## config.mk

```make
export PLATFORM = sky130hd
export DESIGN_NAME = warp_scoreboard_flat
export DESIGN_NICKNAME = d
export VERILOG_FILES = /design/src/rtl/warp_scoreboard_if.sv /design/src/rtl/warp_scoreboard.sv /design/src/flat_wrapper.sv
export SDC_FILE = /design/constraint.sdc
export NUM_CORES = 1
export LEC_CHECK = 0
export ABC_AREA = 0
export CAP_MARGIN = 30
export CORE_MARGIN = 2
export CORE_UTILIZATION = 35
export DETAILED_ROUTE_END_ITERATION = 10
export MAX_ROUTING_LAYER = met4
export SETUP_SLACK_MARGIN = 0.02
export SLEW_MARGIN = 15
export SYNTH_ARGS = -nofsm -noshare
export SYNTH_HDL_FRONTEND = slang
export SYNTH_SLANG_ARGS = --single-unit
```

## constraint.sdc

```tcl
create_clock -name clk -period 6.98 [get_ports clk]
set_clock_uncertainty 0.15 [all_clocks]
set_input_delay 1.396 -clock clk [delete_from_list [all_inputs] [get_ports clk]]
set_output_delay 1.396 -clock clk [all_outputs]
set_load 0.02 [all_outputs]
```

## src/rtl/warp_scoreboard_if.sv

```systemverilog
// ---------------------------------------------------------------------------
// warp_scoreboard_if
//   Bundles the signals between warp scheduler/decode and the scoreboard:
//   the issue handshake (one instruction per cycle) and the long-latency
//   writeback notification.
//
//   issue_valid      decode presents an instruction
//   issue_warp_id    warp of the presented instruction
//   issue_rs1/2/3    source registers (0 = unused / zero register)
//   issue_rd         destination register
//   issue_reg_write  instruction writes issue_rd
//   issue_long_lat   result returns out-of-band through wb_*
//   issue_ready      instruction may issue this cycle (scoreboard output)
//   wb_valid         a long-latency result is written back this cycle
//   wb_warp_id       warp of the writeback
//   wb_rd            register being written back
//
//   master: decode/writeback side.  slave: the scoreboard.
// ---------------------------------------------------------------------------
interface warp_scoreboard_if #(
  parameter int WARP_ID_WIDTH  = 2,
  parameter int REG_ADDR_WIDTH = 5
);
  logic                      issue_valid;
  logic [WARP_ID_WIDTH-1:0]  issue_warp_id;
  logic [REG_ADDR_WIDTH-1:0] issue_rs1;
  logic [REG_ADDR_WIDTH-1:0] issue_rs2;
  logic [REG_ADDR_WIDTH-1:0] issue_rs3;
  logic [REG_ADDR_WIDTH-1:0] issue_rd;
  logic                      issue_reg_write;
  logic                      issue_long_lat;
  logic                      issue_ready;
  logic                      wb_valid;
  logic [WARP_ID_WIDTH-1:0]  wb_warp_id;
  logic [REG_ADDR_WIDTH-1:0] wb_rd;

  modport master (
    output issue_valid, issue_warp_id, issue_rs1, issue_rs2, issue_rs3,
           issue_rd, issue_reg_write, issue_long_lat,
           wb_valid, wb_warp_id, wb_rd,
    input  issue_ready
  );

  modport slave (
    input  issue_valid, issue_warp_id, issue_rs1, issue_rs2, issue_rs3,
           issue_rd, issue_reg_write, issue_long_lat,
           wb_valid, wb_warp_id, wb_rd,
    output issue_ready
  );
endinterface

```

## src/rtl/warp_scoreboard.sv

```systemverilog
// ---------------------------------------------------------------------------
// warp_scoreboard
//   Per-warp register scoreboard for long-latency producers (global loads,
//   SFU ops). Holds one pending bit per (warp, register) and a per-warp
//   outstanding-write counter, and drops issue_ready on RAW/WAW hazards
//   against in-flight long-latency writes or when the warp is at its
//   outstanding-write limit. Short-latency producers are left to forwarding.
//
//   clk                 single clock, rising edge
//   rst_n               synchronous active-low reset
//   sb_if (slave)       issue handshake + writeback notification
//   warp_idle_o         bit w set when warp w has no outstanding writes
//   stall_count_o       saturating count of cycles with valid && !ready
//   err_spurious_wb_o   sticky: writeback arrived for a non-pending entry
//
//   Warp IDs are assumed to be below NUM_WARPS.
// ---------------------------------------------------------------------------
module warp_scoreboard #(
  parameter int WARPS_PER_CORE = 4,
  parameter int REG_ADDR_WIDTH = 5,
  parameter int NUM_WARPS      = WARPS_PER_CORE,
  parameter int NUM_REGS       = 2**REG_ADDR_WIDTH,
  parameter int MAX_PENDING    = 8,
  parameter int WARP_ID_WIDTH  = (NUM_WARPS > 1) ? $clog2(NUM_WARPS) : 1
) (
  input  logic                 clk,
  input  logic                 rst_n,
  warp_scoreboard_if.slave     sb_if,
  output logic [NUM_WARPS-1:0] warp_idle_o,
  output logic [31:0]          stall_count_o,
  output logic                 err_spurious_wb_o
);

  localparam int CNT_W = $clog2(MAX_PENDING + 1);
  typedef logic [CNT_W-1:0]          cnt_t;
  typedef logic [WARP_ID_WIDTH-1:0]  wid_t;
  typedef logic [REG_ADDR_WIDTH-1:0] reg_t;

  // Local copies of the interface inputs keep the expressions readable.
  logic issue_valid, issue_reg_write, issue_long_lat, wb_valid;
  wid_t issue_warp_id, wb_warp_id;
  reg_t issue_rs1, issue_rs2, issue_rs3, issue_rd, wb_rd;

  assign issue_valid     = sb_if.issue_valid;
  assign issue_warp_id   = sb_if.issue_warp_id;
  assign issue_rs1       = sb_if.issue_rs1;
  assign issue_rs2       = sb_if.issue_rs2;
  assign issue_rs3       = sb_if.issue_rs3;
  assign issue_rd        = sb_if.issue_rd;
  assign issue_reg_write = sb_if.issue_reg_write;
  assign issue_long_lat  = sb_if.issue_long_lat;
  assign wb_valid        = sb_if.wb_valid;
  assign wb_warp_id      = sb_if.wb_warp_id;
  assign wb_rd           = sb_if.wb_rd;

  logic [NUM_REGS-1:0] pend_q [NUM_WARPS];
  logic [NUM_REGS-1:0] pend_d [NUM_WARPS];
  cnt_t                cnt_q  [NUM_WARPS];
  cnt_t                cnt_d  [NUM_WARPS];
  logic [31:0]         stall_q, stall_d;
  logic                err_q, err_d;

  logic wb_hit;      // writeback retires a genuinely pending entry
  logic tracked;     // presented instruction would be tracked if issued
  logic raw_hz, waw_hz, full_hz;
  logic issue_ready;
  logic set_pend;
  cnt_t cnt_eff;

  // Pending as seen this cycle: a same-cycle writeback already resolves it,
  // mirroring the WB bypass into operand fetch.
  function automatic logic p_eff(input wid_t w, input reg_t r);
    return pend_q[w][r] && !(wb_valid && wb_warp_id == w && wb_rd == r);
  endfunction

  // Bit 0 of every pend row is held at 0, so a writeback to r0 never hits.
  assign wb_hit  = wb_valid && pend_q[wb_warp_id][wb_rd];
  assign tracked = issue_long_lat && issue_reg_write && (issue_rd != '0);

  assign raw_hz = ((issue_rs1 != '0) && p_eff(issue_warp_id, issue_rs1)) ||
                  ((issue_rs2 != '0) && p_eff(issue_warp_id, issue_rs2)) ||
                  ((issue_rs3 != '0) && p_eff(issue_warp_id, issue_rs3));

  assign waw_hz = issue_reg_write && (issue_rd != '0) &&
                  p_eff(issue_warp_id, issue_rd);

  // A retiring writeback frees a slot in the same cycle it clears the bit.
  assign cnt_eff = cnt_q[issue_warp_id] -
                   cnt_t'(wb_hit && (wb_warp_id == issue_warp_id));
  assign full_hz = tracked && (cnt_eff == cnt_t'(MAX_PENDING));

  assign issue_ready       = !(raw_hz || waw_hz || full_hz);
  assign sb_if.issue_ready = issue_ready;
  assign set_pend          = issue_valid && issue_ready && tracked;

  // NOTE: every variable driven here gets a default first, so no path can
  // leave it unassigned and infer a latch.
  always_comb begin
    pend_d  = pend_q;
    cnt_d   = cnt_q;
    stall_d = stall_q;
    err_d   = err_q;

    for (int w = 0; w < NUM_WARPS; w++) begin
      cnt_d[w] = cnt_q[w]
               + cnt_t'(set_pend && (issue_warp_id == wid_t'(w)))
               - cnt_t'(wb_hit   && (wb_warp_id    == wid_t'(w)));
    end

    // Clear before set: a same-entry set+clear leaves the bit at 1.
    if (wb_hit)   pend_d[wb_warp_id][wb_rd]       = 1'b0;
    if (set_pend) pend_d[issue_warp_id][issue_rd] = 1'b1;
    for (int w = 0; w < NUM_WARPS; w++) pend_d[w][0] = 1'b0;

    if (issue_valid && !issue_ready && (stall_q != '1))
      stall_d = stall_q + 32'd1;

    if (wb_valid && !wb_hit) err_d = 1'b1;
  end

  // NOTE: state registers use non-blocking assignments so every flop
  // samples the pre-edge values regardless of statement order.
  always_ff @(posedge clk) begin
    if (!rst_n) begin
      // NOTE: the pend array is flop-based and architecturally visible, so it
      // is reset in full; leaving it unreset would create phantom hazards.
      for (int w = 0; w < NUM_WARPS; w++) begin
        pend_q[w] <= '0;
        cnt_q[w]  <= '0;
      end
      stall_q <= '0;
      err_q   <= 1'b0;
    end else begin
      pend_q  <= pend_d;
      cnt_q   <= cnt_d;
      stall_q <= stall_d;
      err_q   <= err_d;
    end
  end

  always_comb begin
    warp_idle_o = '0;
    for (int w = 0; w < NUM_WARPS; w++) warp_idle_o[w] = (cnt_q[w] == '0);
  end

  assign stall_count_o     = stall_q;
  assign err_spurious_wb_o = err_q;

endmodule

```

## src/flat_wrapper.sv

```systemverilog
// flat-port wrapper written by rule: the top's interface ports become plain ports
module warp_scoreboard_flat 
#(
  parameter int WARPS_PER_CORE = 4,
  parameter int REG_ADDR_WIDTH = 5,
  parameter int NUM_WARPS      = WARPS_PER_CORE,
  parameter int NUM_REGS       = 2**REG_ADDR_WIDTH,
  parameter int MAX_PENDING    = 8,
  parameter int WARP_ID_WIDTH  = (NUM_WARPS > 1) ? $clog2(NUM_WARPS) : 1
)
  (clk, rst_n, warp_idle_o, stall_count_o, err_spurious_wb_o, sb_if_issue_valid, sb_if_issue_warp_id, sb_if_issue_rs1, sb_if_issue_rs2, sb_if_issue_rs3, sb_if_issue_rd, sb_if_issue_reg_write, sb_if_issue_long_lat, sb_if_wb_valid, sb_if_wb_warp_id, sb_if_wb_rd, sb_if_issue_ready);
  warp_scoreboard_if #(.WARP_ID_WIDTH(WARP_ID_WIDTH), .REG_ADDR_WIDTH(REG_ADDR_WIDTH)) sb_if_i ();
  input  logic clk;
  input  logic rst_n;
  output logic [NUM_WARPS-1:0] warp_idle_o;
  output logic [31:0] stall_count_o;
  output logic err_spurious_wb_o;
  input wire logic [$bits(sb_if_i.issue_valid)-1:0] sb_if_issue_valid;
  input wire logic [$bits(sb_if_i.issue_warp_id)-1:0] sb_if_issue_warp_id;
  input wire logic [$bits(sb_if_i.issue_rs1)-1:0] sb_if_issue_rs1;
  input wire logic [$bits(sb_if_i.issue_rs2)-1:0] sb_if_issue_rs2;
  input wire logic [$bits(sb_if_i.issue_rs3)-1:0] sb_if_issue_rs3;
  input wire logic [$bits(sb_if_i.issue_rd)-1:0] sb_if_issue_rd;
  input wire logic [$bits(sb_if_i.issue_reg_write)-1:0] sb_if_issue_reg_write;
  input wire logic [$bits(sb_if_i.issue_long_lat)-1:0] sb_if_issue_long_lat;
  input wire logic [$bits(sb_if_i.wb_valid)-1:0] sb_if_wb_valid;
  input wire logic [$bits(sb_if_i.wb_warp_id)-1:0] sb_if_wb_warp_id;
  input wire logic [$bits(sb_if_i.wb_rd)-1:0] sb_if_wb_rd;
  output wire logic [$bits(sb_if_i.issue_ready)-1:0] sb_if_issue_ready;
  assign sb_if_i.issue_valid = sb_if_issue_valid;
  assign sb_if_i.issue_warp_id = sb_if_issue_warp_id;
  assign sb_if_i.issue_rs1 = sb_if_issue_rs1;
  assign sb_if_i.issue_rs2 = sb_if_issue_rs2;
  assign sb_if_i.issue_rs3 = sb_if_issue_rs3;
  assign sb_if_i.issue_rd = sb_if_issue_rd;
  assign sb_if_i.issue_reg_write = sb_if_issue_reg_write;
  assign sb_if_i.issue_long_lat = sb_if_issue_long_lat;
  assign sb_if_i.wb_valid = sb_if_wb_valid;
  assign sb_if_i.wb_warp_id = sb_if_wb_warp_id;
  assign sb_if_i.wb_rd = sb_if_wb_rd;
  assign sb_if_issue_ready = sb_if_i.issue_ready;
  warp_scoreboard #(.WARPS_PER_CORE(WARPS_PER_CORE), .REG_ADDR_WIDTH(REG_ADDR_WIDTH), .NUM_WARPS(NUM_WARPS), .NUM_REGS(NUM_REGS), .MAX_PENDING(MAX_PENDING), .WARP_ID_WIDTH(WARP_ID_WIDTH)) u_core (.clk(clk), .rst_n(rst_n), .sb_if(sb_if_i), .warp_idle_o(warp_idle_o), .stall_count_o(stall_count_o), .err_spurious_wb_o(err_spurious_wb_o));
endmodule
```

==> results by group <==
Detailed routing
  • Drt pass-1 iters: 6
  • Vias per cell: 6.28
  • DRT Wirelength: 38.5 mm
  • Vias: 10700
  • DR WL/cell: 22.6 um
  • Post-DRT Antenna Nets: 0
  • Initial drt markers: 1034
  • Remaining DRCs: 0

Synth
  • Leading area contributor after synthesis: dfxtp_1
  • Register area share after synthesis: 0.299
  • Number of enable flip-flop cells after synthesis: 0
  • Synth unique cells: 61
  • Yosys warning count: 0
  • Seq cells post-synth: 173
  • Top_reg_cell synth: dfxtp_1
  • Post-synth ARST share: 0
  • Post-Syn Area per Cell: 9.36 um^2
  • Synth top area share: 0.299
  • Mapped cell area: 11600 um^2
  • Synth top area cells: dfxtp_1 30%, mux4_2 19%, o211ai_1 8.2%
  • Post-Syn Instances: 1237
  • Mapped Nets: 1298

STA
  • RSZ-0062 raised after global routing: no
  • Final cycle utilization of the critical path: 0.938
  • Maximum clock rate: 153 MHz
  • Total negative slack: 0 ns
  • Final setup fails: 0
  • Final hold slack: 0.336 ns
  • Rel. slew slack: 0.337
  • Final Hold Viols: 0
  • Least-Margin Pin Slew: 0.991 ns
  • Final Max Slew Viols: 0
  • Tmin final: 6.55 ns

GRT
  • GR Overflow Total: 0
  • Initial antenna violation count: 0
  • Routing usage on met1: 0.304
  • Vias in the first global route: 10200
  • GRT Total Usage: 0.233
  • Largest net degree at the start of global routing: 78
  • M3 GR Usage: 0.0548
  • GRT busiest layer: met2
  • Met2 Use GR: 0.354
  • First-pass GRT wire length: 59.8 mm

Power
  • Switch Pwr: 0.599 mW
  • Lkg Pwr: 4.37 nW
  • Flop pwr share: 0.439
  • Cell Pwr Density: 170 nW/um^2
  • Combinational Power Share: 0.115
  • Clk pwr share: 0.446
  • Internal: 1.66 mW
  • Sw Ratio: 0.265
  • Maximum VDD drop: 170 uV

Finish
  • Diodes inserted: 0
  • Synth-to-Final Area Change: 15.1%
  • Layout fillers: 3204
  • Layout cells sized above 1: 0.156
  • Final #Nets: 1312

Clock tree
  • Clock slew at reported path FFs: 0.07 ns
  • CTS tree: yes
  • H-tree depth: 4
  • Clock latency on the worst-skew pair: 0.45 ns
  • Max Root-Sink Buffers: 2
  • CTS Buf Count: 17
  • Root Buffer: clkbuf_16
  • Clock Sinks: 173

Setup path
  • WP data arrival: 5.00 ns
  • Crit. Startpoint: sb_if_wb_warp_id[0]
  • CP peak stage delay: 0.53 ns
  • R2r startpoint: u_core.pend_q[27]
  • Worst path cell trace: buf_2 > buf_12 > mux4_2 > mux4_2 > a22oi_1 > nand3_1 > a21oi_2 > nor2b_1 > ha_1 > xnor2_1 > o2111ai_1 > nand4_1 > or3_4 > nor2_1 > dlymetal6s2s_1
  • Worst setup SP type: input port
  • Crit end category: output pin
  • Crit-path slowest cell: mux4_2
  • Crit path top cell by count: mux4_2
  • Critical Path Fanout Max: 19
  • WP data required: 5.43 ns
  • Critical setup path kind: in -> out
  • Reg2Reg Depth: 17

Die
  • Cell row count: 66
  • Core ar.: 32500 um^2
  • I/O pins: 73
  • Initial core utilization: 0.356
  • Die H: 186 um
  • Total die area: 34600 um^2
  • DIE WIDTH: 186 um

Placement
  • Dpl hpwl: 25.9 mm
  • GPL Wtd Cong: 0.948
  • # port buffers: 72

Hold path
  • Worst hold path type: reg -> reg
  • Hold path depth: 2
  • Hold Crit Start: u_core.err_spurious_wb_o

Status
  • Status: finished clean

Job
  • Max-cap violations: 0
==> placed cells by master, fill, tap and decap left out, drive strengths merged, types with 16 or more instances in the layout <==
master,synthesis,final
dfxtp,173,173
ha,22,22
a21oi,33,33
nand3,30,30
o21ai,140,140
or3,16,16
o211ai,127,127
clkdlybuf4s50,0,66
inv,44,47
mux2i,48,48
nand2,119,119
clkbuf,72,19
nor2,40,40
buf,45,45
nand4,19,19
mux4,98,98
xor2,17,17
==> per-layer routing <==
metal  vias up  wire length [um]
met1      5225             16100
met3        80              4020
met2       646             17200
met5         -                 0
li1       4766                 -
met4         0              1150
==> synth_stat cells, types with 5 or more instances <==
| library cell | count |
|---|---|
| a21oi_1 | 33 |
| a22oi_1 | 11 |
| and2_1 | 13 |
| and3_1 | 14 |
| buf_1 | 10 |
| buf_2 | 23 |
| buf_4 | 11 |
| clkbuf_1 | 72 |
| dfxtp_1 | 173 |
| ha_1 | 22 |
| inv_1 | 44 |
| mux2_2 | 13 |
| mux2i_1 | 48 |
| mux4_2 | 98 |
| nand2_1 | 119 |
| nand2b_1 | 12 |
| nand3_1 | 29 |
| nand4_1 | 19 |
| nor2_1 | 40 |
| nor2b_1 | 11 |
| nor3_1 | 8 |
| nor4_1 | 13 |
| o211ai_1 | 126 |
| o21a_1 | 5 |
| o21ai_0 | 124 |
| o21ai_1 | 16 |
| o31ai_1 | 11 |
| or3_1 | 15 |
| or4_1 | 10 |
| xnor2_1 | 15 |
| xor2_1 | 17 |
==> power groups by stage <==
stage / Clock (mW) / Sequential [mW] / Combinational, mW
2_1_floorplan: 0 / 1.02 / 0.164
3_3_place_gp: 0 / 1.01 / 0.252
3_5_place_dp: 0 / 1.01 / 0.254
4_1_cts: 1.02 / 0.992 / 0.255
5_1_grt: 1.06 / 0.992 / 0.274
6_report: 1.01 / 0.992 / 0.259
==> path summary, 6_finish.rpt <==
check | endpoint | slack (ns)
worst max-delay path | sb_if_issue_ready | 0.43
worst min-delay path | u_core.err_spurious_wb_o | 0.34
worst max register to register | u_core.cnt_q[13] | 2.20
worst min register to register | u_core.err_spurious_wb_o | 0.34
==> registers in the layout, summed over array words and instances, names as in the netlist <==
name,flops
u_core.err_spurious_wb_o,1
u_core.pend_q,124
u_core.cnt_q,16
u_core.stall_count_o,32
==> cell families (layout without fill, tap and decap cells) <==
logic type,count (synthesis),count (layout),share of synthesized area
AO/OA/AOI/OAI,368,368,0.204
XOR/XNOR,32,32,0.0242
adder cells (fa/ha/maj),26,26,0.0307
buffers and inverters,161,188,0.0589
flip-flops,173,173,0.299
multiplexers,159,159,0.245
AND/OR/NAND/NOR,318,318,0.139
==> metrics by stage <==
step | setup slack [ns] | util | std cells | total power, mW | area [um^2]
6_report | 0.434 | 0.410 | 1706 | 2.26 | 13300
5_1_grt | 0.324 | 0.410 | 1706 | 2.33 | 13300
4_1_cts | 0.0538 | 0.409 | 1706 | 2.27 | 13300
3_5_place_dp | 0.0681 | 0.391 | 1674 | 1.27 | 12700
3_3_place_gp | 0.178 | 0.391 | 1674 | 1.27 | 12700
2_1_floorplan | 0.704 | - | 1237 | 1.18 | 11600
==> critical path, delay by kind of cell <==
kind	cells	cell delay, ns
muxes	2	1.05
and+or+nand+nor	5	0.97
buffers and inverters	3	0.63
AOI/OAI and AO/OA	3	0.61
adders and majority gates	1	0.19
xor gates and xnor gates	1	0.13
==> layout make-up <==
class | count | area [um^2] | share of cell area
well taps | 442 | 553 | 0.0415
clock inverters | 13 | 164 | 0.0123
flip-flops and latches | 173 | 3460 | 0.260
repair buffers | 112 | 1090 | 0.0821
clock buffers | 19 | 443 | 0.0332
inverters | 44 | 165 | 0.0124
multi-input cells | 903 | 7440 | 0.559
==> what timing repair did <==
action	4_1_cts	5_1_grt
endpoints found under the setup margin	0	1
resized for setup	0	2
hold buffers	0	0
buffers inserted	0	0
Power figures use the tool's default switching activity.
